$ cat src/rtl/hack_rom_loader_if.sv
// Byte-stream, instruction-ROM write and status bundle for the Hack ROM loader.
// master: host/byte source side; slave: the loader itself.
interface hack_rom_loader_if #(
  parameter int unsigned ADDR_W = 15,
  parameter int unsigned DATA_W = 16
);
  logic              start;
  logic [7:0]        byte_in;
  logic              byte_valid;
  logic              byte_ready;
  logic              rom_we;
  logic [ADDR_W-1:0] rom_addr;
  logic [DATA_W-1:0] rom_data;
  logic              cpu_reset;
  logic              busy;
  logic              done;
  logic              error;

  modport master (
    output start, byte_in, byte_valid,
    input  byte_ready, rom_we, rom_addr, rom_data, cpu_reset, busy, done, error
  );

  modport slave (
    input  start, byte_in, byte_valid,
    output byte_ready, rom_we, rom_addr, rom_data, cpu_reset, busy, done, error
  );
endinterface

$ cat src/rtl/hack_rom_loader.sv
// Loads a length-prefixed big-endian word stream into instruction memory from address 0,
// holding the CPU in reset until the whole image has been written.
module hack_rom_loader #(
  parameter int unsigned ADDR_W        = 15,
  parameter int unsigned DATA_W        = 16,
  parameter bit          HOLD_ON_RESET = 1'b1
) (
  input logic              clk_i,
  input logic              rst_ni,
  hack_rom_loader_if.slave bus
);

  typedef enum logic [2:0] {
    StIdle, StLenHi, StLenLo, StDatHi, StDatLo, StWrite, StDone, StError
  } state_e;

  localparam logic [ADDR_W:0]   RemOne  = (ADDR_W+1)'(1);
  localparam logic [ADDR_W-1:0] AddrOne = ADDR_W'(1);

  state_e            state_q, state_d;
  logic [7:0]        len_hi_q;
  logic [ADDR_W:0]   remaining_q;
  logic [ADDR_W-1:0] addr_q;
  logic [DATA_W-1:0] data_q;
  logic              cpu_reset_q;
  logic              byte_ready;
  logic              xfer;
  logic [15:0]       len_n;
  logic [16:0]       len_ext;
  logic [16:0]       len_max;

  assign xfer    = bus.byte_valid & byte_ready;
  assign len_n   = {len_hi_q, bus.byte_in};
  assign len_ext = {1'b0, len_n};
  // One past the last address: N equal to this fills the memory exactly.
  assign len_max = 17'(1) << ADDR_W;

  always_ff @(posedge clk_i or negedge rst_ni) begin
    if (!rst_ni) begin
      state_q <= StIdle;
    end else begin
      state_q <= state_d;
    end
  end

  always_comb begin
    state_d = state_q;
    unique case (state_q)
      StIdle, StDone, StError: if (bus.start) state_d = StLenHi;
      StLenHi: if (xfer) state_d = StLenLo;
      StLenLo: begin
        if (xfer) begin
          if (len_n == 16'd0)          state_d = StDone;
          else if (len_ext > len_max)  state_d = StError;
          else                         state_d = StDatHi;
        end
      end
      StDatHi: if (xfer) state_d = StDatLo;
      StDatLo: if (xfer) state_d = StWrite;
      StWrite: state_d = (remaining_q == RemOne) ? StDone : StDatHi;
      default: state_d = StIdle;
    endcase
  end

  always_comb begin
    byte_ready = 1'b0;
    bus.rom_we = 1'b0;
    bus.busy   = 1'b0;
    bus.done   = 1'b0;
    bus.error  = 1'b0;
    unique case (state_q)
      StLenHi, StLenLo, StDatHi, StDatLo: begin
        byte_ready = 1'b1;
        bus.busy   = 1'b1;
      end
      StWrite: begin
        bus.rom_we = 1'b1;
        bus.busy   = 1'b1;
      end
      StDone:  bus.done  = 1'b1;
      StError: bus.error = 1'b1;
      default: ;
    endcase
  end

  assign bus.byte_ready = byte_ready;
  assign bus.rom_addr   = addr_q;
  assign bus.rom_data   = data_q;
  assign bus.cpu_reset  = cpu_reset_q;

  always_ff @(posedge clk_i or negedge rst_ni) begin
    if (!rst_ni) begin
      len_hi_q    <= '0;
      remaining_q <= '0;
      addr_q      <= '0;
      data_q      <= '0;
      cpu_reset_q <= HOLD_ON_RESET;
    end else begin
      unique case (state_q)
        StIdle, StDone, StError: begin
          if (bus.start) begin
            addr_q      <= '0;
            cpu_reset_q <= 1'b1;
          end
        end
        StLenHi: if (xfer) len_hi_q <= bus.byte_in;
        StLenLo: begin
          if (xfer) begin
            remaining_q <= (ADDR_W+1)'(len_n);
            if (len_n == 16'd0) cpu_reset_q <= 1'b0;
          end
        end
        StDatHi: if (xfer) data_q[DATA_W-1:8] <= bus.byte_in;
        StDatLo: if (xfer) data_q[7:0] <= bus.byte_in;
        StWrite: begin
          // The last increment may wrap to 0; harmless since the session ends here.
          addr_q      <= addr_q + AddrOne;
          remaining_q <= remaining_q - RemOne;
          if (remaining_q == RemOne) cpu_reset_q <= 1'b0;
        end
        default: ;
      endcase
    end
  end

endmodule
$ cat src/flat_wrapper.sv
// flat-port wrapper written by rule: the top's interface ports become plain ports
module hack_rom_loader_flat 
#(
  parameter int unsigned ADDR_W        = 15,
  parameter int unsigned DATA_W        = 16,
  parameter bit          HOLD_ON_RESET = 1'b1
)
  (clk_i, rst_ni, bus_start, bus_byte_in, bus_byte_valid, bus_byte_ready, bus_rom_we, bus_rom_addr, bus_rom_data, bus_cpu_reset, bus_busy, bus_done, bus_error);
  hack_rom_loader_if #(.ADDR_W(ADDR_W), .DATA_W(DATA_W)) bus_i ();
  input logic clk_i;
  input logic rst_ni;
  input wire logic [$bits(bus_i.start)-1:0] bus_start;
  input wire logic [$bits(bus_i.byte_in)-1:0] bus_byte_in;
  input wire logic [$bits(bus_i.byte_valid)-1:0] bus_byte_valid;
  output wire logic [$bits(bus_i.byte_ready)-1:0] bus_byte_ready;
  output wire logic [$bits(bus_i.rom_we)-1:0] bus_rom_we;
  output wire logic [$bits(bus_i.rom_addr)-1:0] bus_rom_addr;
  output wire logic [$bits(bus_i.rom_data)-1:0] bus_rom_data;
  output wire logic [$bits(bus_i.cpu_reset)-1:0] bus_cpu_reset;
  output wire logic [$bits(bus_i.busy)-1:0] bus_busy;
  output wire logic [$bits(bus_i.done)-1:0] bus_done;
  output wire logic [$bits(bus_i.error)-1:0] bus_error;
  assign bus_i.start = bus_start;
  assign bus_i.byte_in = bus_byte_in;
  assign bus_i.byte_valid = bus_byte_valid;
  assign bus_byte_ready = bus_i.byte_ready;
  assign bus_rom_we = bus_i.rom_we;
  assign bus_rom_addr = bus_i.rom_addr;
  assign bus_rom_data = bus_i.rom_data;
  assign bus_cpu_reset = bus_i.cpu_reset;
  assign bus_busy = bus_i.busy;
  assign bus_done = bus_i.done;
  assign bus_error = bus_i.error;
  hack_rom_loader #(.ADDR_W(ADDR_W), .DATA_W(DATA_W), .HOLD_ON_RESET(HOLD_ON_RESET)) u_core (.clk_i(clk_i), .rst_ni(rst_ni), .bus(bus_i));
endmodule
$ cat config.mk
export PLATFORM = sky130hd
export DESIGN_NAME = hack_rom_loader_flat
export DESIGN_NICKNAME = d
export VERILOG_FILES = /design/src/rtl/hack_rom_loader_if.sv /design/src/rtl/hack_rom_loader.sv /design/src/flat_wrapper.sv
export SDC_FILE = /design/constraint.sdc
export NUM_CORES = 1
export LEC_CHECK = 0
export CORE_MARGIN = 2
export CORE_UTILIZATION = 42
export DETAILED_ROUTE_END_ITERATION = 16
export HOLD_SLACK_MARGIN = 0.12
export PLACE_DENSITY_LB_ADDON = 0.12
export SETUP_SLACK_MARGIN = 0.02
export SYNTH_ARGS = -nofsm -noshare
export SYNTH_HDL_FRONTEND = slang
export SYNTH_SLANG_ARGS = --single-unit
$ cat constraint.sdc
create_clock -name clk_i -period 2.5 [get_ports clk_i]
set_input_delay 0.5 -clock clk_i [delete_from_list [all_inputs] [get_ports clk_i]]
set_output_delay 0.5 -clock clk_i [all_outputs]
set_load 0.01 [all_outputs]
* Yosys cells after proc, flatten, opt, wreduce, memory -nomap -nowiden
Cells that the tools add are included.
Cells by class: add/subtract/negate cells 2, order comparisons 1, eq/ne operators 15, multiplexer cells 23, bitwise operators 1, reduce and logical (&&, ||, !) cells 15
Operator list (number):
- $pmux W16 S2 | 1
- $pmux W15 S2 | 1
- $mux W3 | 8
- $pmux W3 S6 | 1
- $eq A16 B1 Y1 const B | 1
- $gt A16 B16 Y1 const B | 1
- $logic_not A16 Y1 | 1
- $mux W16 | 1
- $sub A16 B1 Y16 const B | 1
- $add A15 B1 Y15 const B | 1
- $mux W15 | 1
- $eq A3 B3 Y1 const B | 4
- $ne A2 B1 Y1 const B | 6
- $reduce_and A2 Y1 | 5
- $reduce_and A5 Y1 | 2
- $mux W1 | 9
- $eq A3 B2 Y1 const B | 2
- $reduce_or A5 Y1 | 1
- $reduce_bool A2 Y1 | 2
- $reduce_or A4 Y1 | 1
- $eq A3 B1 Y1 const B | 1
- $logic_not A3 Y1 | 1
- $pmux W1 S3 | 1
- $reduce_bool A3 Y1 | 1
- 3 further kinds | 3
Word-level totals: register bits 59, input bits 12, output and inout bits 37

* Longest topological paths before layout
depth after elaboration 6, mapped depth 9

* Least setup slack after synthesis
No wires, ideal clock.
path kind register -> register, start reg u_core.addr_q[0] (netlist: u_core.bus.rom_addr[0]), end reg u_core.addr_q[14] (netlist: u_core.bus.rom_addr[14]), setup time 69 ps, arrival 1644 ps, data required time 2431 ps, setup slack 787 ps, stages on the path, launching flop included 7, path buffers 1, cells stage by stage dfrtp_1 ha_1 and3_1 buf_2 nand4_1 or4_1 nand3_1
On the way: word-level cells in the longest chain between the ends 2
Ends and longest elaborated chain:
- from (decl) | RTL line hack_rom_loader.sv:23 | logic [ADDR_W-1:0] addr_q;
- from (signal assigned) | RTL line hack_rom_loader.sv:117 | addr_q <= addr_q + AddrOne;
- $add A15 B1 Y15 | RTL line hack_rom_loader.sv:117
- $pmux W15 S2 | RTL line hack_rom_loader.sv:99 | unique case (state_q)
Every way passes these cells. A chain may end at the register's enable or synchronous reset.

* Final worst setup path
start reg u_core.state_q[1], end out bus_rom_we
On the way: word-level cells in the longest chain between the ends 2
Ends and longest elaborated chain:
- from (decl) | RTL line hack_rom_loader.sv:20 | state_e state_q, state_d;
- from (signal assigned) | RTL line hack_rom_loader.sv:40 | state_q <= StIdle;
- from (signal assigned) | RTL line hack_rom_loader.sv:42 | state_q <= state_d;
- $eq A3 B3 Y1 | RTL line hack_rom_loader.sv:71 | unique case (state_q)
- $mux W1 | RTL line hack_rom_loader.sv:71
- to (decl) | RTL line flat_wrapper.sv:16 | output wire logic [$bits(bus_i.rom_we)-1:0] bus_rom_we;
Every way passes these cells.

==> results.yml <==
run_status:
  status: "finished, final reports clean"
synth:
  synth_area_um2: 3042
  synth_nets: 328
  synth_area_leader_cell: "dfrtp_1"
  synth-edff-count: 0
  ys_types: 53
  ys.flop_type: "dfrtp_1"
  synthArstFlopShare_pct: 100.0
  synth.yosys.seq_area_share_pct: 48.58
  avgSynthCellArea_um2: 9.718
  synth_area_leaders: "dfrtp_1 48%, mux2_2 8.9%, o21ai_0 3.9%, nand2_1 3.6%, nor2_1 3.2%"
  syn_inst: 313
  synth_top_area_share_pct: 47.72
  synth-seq-cells: 59
  synth_warnings: 0
routing:
  wl_met1_um: 3425
  routed.top_layer: "met4"
  dr_wl_met3_um: 308
  met2_length_um: 3388
  postRouteAntennaNets: 0
  first_pass_iters: 4
  first_iter_violations: 152
  vias_per_cell: 5.446
  wl_per_cell_um: 15.16
  drt_wl_total_um: 7247
  via_count: 2603
  drc_errors: 0
sta:
  worstMarginPinSlew_ns: 0.6632
  slew_headroom_pct: 55.38
  skew_ns: 0.008293
  fmax_mhz: 422.1
  finalHoldViolCount: 0
  finalCritPeriodShare_pct: 94.77
  final-max-slew-violation-count: 0
  period_needed_ns: 2.369
  rsz0062_at_grt: "false"
  setup_viol: 0
  finalSetupTns_ns: 0
min_path:
  min_to: "u_core.bus.rom_data[4]"
  hp-class: "flip-flop to flip-flop"
  holdPathStages: 1
  min_from: "u_core.bus.rom_data[4]"
pwr:
  p_per_area_nw_per_um2: 1118
  ir_drop_mv: 0.6802
  p_leak_nw: 1.575
clock_network:
  cts.sinks: 59
  clock_latency_ns: 0.35
  cts_buffer_depth: 2
  cts_root_buffer: "clkbuf_8"
  cts_setup_buffers: 0
  cts_max_level: 3
  clk_pin_slew_worst_paths_ns: 0.07
  cts_tree: "yes"
  cts_made_buffers: 9
place:
  io_buffers: 48
  hpwl_um: 5133
  gp_congestion: 0.8615
grt:
  grt_start_max_net_pins: 40
  grt_pass1_vias: 2540
  grt_pass1_wl_um: 12240
  track_usage_pct: 20.27
  antenna_found_initial: 0
  grt.overflow.total: 0
layout:
  final_layout_size_suffix_gt1_share_pct: 17.94
  area_growth_pct: 28.84
  num_antenna_cells: 0
  fin_util_pct: 54.91
  nets: 389
die:
  core_um2: 7137
  start_util_pct: 42.62
  placementRows: 31
  die_y_um: 89.10
  ioPinCount: 49
  die_w_um: 89.10
  die_area_um2: 7939
setup_path:
  cp_slowest_cell: "clkdlybuf4s50_1"
  critPathLaunchType: "flip-flop"
  cp-end-kind: "output port"
  worst_r2r_endpoint: "u_core.remaining_q[14]"
  path_cells: "nand2b_4 > or2_0 > inv_2 > clkdlybuf4s50_1"
  cp_max_fo: 11
  cp.required_ns: 2.00
  arrival_ns: 1.87
  r2r_start: "u_core.remaining_q[0]"
  regToRegSetupSlack_ns: 0.48
  rr_worst_depth: 7
  cp_slowest_stage_delay_ns: 0.53
  crit_type: "flip-flop to output port"
run:
  cap_violations: 0
layer usage:
metal	vias up	global-route usage [%]
li1	1267	-
met1	1262	26.44
met2	62	32.12
met3	12	5.263
met4	0	8.412
met5	-	0
flip-flops by register name, summed over array words and instances, names as in the netlist:
| name | flops |
|---|---|
| u_core.remaining_q | 16 |
| u_core.bus.rom_addr | 15 |
| u_core.bus.cpu_reset | 1 |
| u_core.len_hi_q | 8 |
| u_core.bus.rom_data | 16 |
| u_core.state_q | 3 |
cell usage after synthesis (all sizes together) (2+ instances only):
cell / instances
a221o: 2
and2: 3
nor2b: 2
clkbuf: 4
a311oi: 3
nor3b: 4
nor3: 14
inv: 11
dfrtp: 58
a31o: 2
mux2: 24
ha: 3
a211oi: 3
nor4: 5
nand2: 30
o21ai: 26
o22ai: 5
nor2: 27
o32ai: 2
a31oi: 5
o31ai: 3
a21oi: 17
nand4: 7
a22o: 2
nand3: 10
buf: 11
or3: 3
and3: 6
xnor2: 2
o211ai: 4
how the worst max path moves through the flow:
stage,startpoint,to,slack [ns],cells after the start
after global placement,bus_byte_in[1],u_core.state_q[0],0.18,6
after floorplan,u_core.bus.rom_addr[0],u_core.bus.rom_addr[14],0.79,6
final,u_core.state_q[1],bus_rom_we,0.13,4
after global routing,u_core.state_q[1],bus_rom_we,0.04,4
after detailed placement,bus_byte_in[1],u_core.state_q[0],0.18,6
after CTS,u_core.state_q[0],bus_rom_we,0.04,4
power breakdown:
group          total (mW)  internal [mW]  switching [mW]
clock network       0.957          0.556           0.401
logic                1.70          0.913           0.787
registers            1.72           1.34           0.387
cell families after synthesis:
kind of cell    share of synthesized area (%)
mux                                     8.885
compound gates                          16.99
simple gates                            19.00
buf+inv                                 4.113
xor+xnor                               0.8640
fa+ha+maj                               1.563
flops                                   48.58
placed cells by master (no fill, tap or decap), types with 13 or more instances in the layout:
cell / count
o21ai_0: 24
buf_4: 15
nor2_1: 26
nor3_1: 13
a21oi_1: 17
clkdlybuf4s50_1: 47
dfrtp_1: 56
mux2_2: 24
nand2_1: 29
area by class of cell:
class | instances | area [um^2]
Timing Repair Buffer | 65 | 618.1
Clock buffer | 9 | 123.9
Inverter | 11 | 41.29
Tap cell | 99 | 123.9
Clock inverter | 7 | 92.59
Sequential cell | 59 | 1480
Multi-Input combinational cell | 228 | 1439
Fill cell | 692 | 3218
critical path: cells and delay by family (launching register included):
| family | cells | cell delay [ns] |
|---|---|---|
| flip-flops | 1 | 0.48 |
| buffers and inverters | 2 | 0.62 |
| AND/OR/NAND/NOR | 2 | 0.42 |
metrics by stage:
step | worst slack, ns | total power [mW] | std cells | area (um^2) | hold slack (ns)
after floorplan | 0.7872 | 2.720 | 313 | 3042 | 0.2044
after detailed placement | 0.1753 | 3.431 | 461 | 3690 | 0.4942
after CTS | 0.04318 | 4.415 | 478 | 3916 | 0.5123
after global placement | 0.1781 | 3.401 | 461 | 3690 | 0.4945
final | 0.1307 | 4.382 | 478 | 3919 | 0.5067
after global routing | 0.03944 | 4.699 | 478 | 3919 | 0.5270
repair_timing:
item | CTS | global route
gates resized for setup | 0 | 2
hold buffers | 1 | 0
hold endpoints to repair | 20 | 0
endpoints found under the setup margin | 0 | 2
Power figures use the tool's default switching activity.
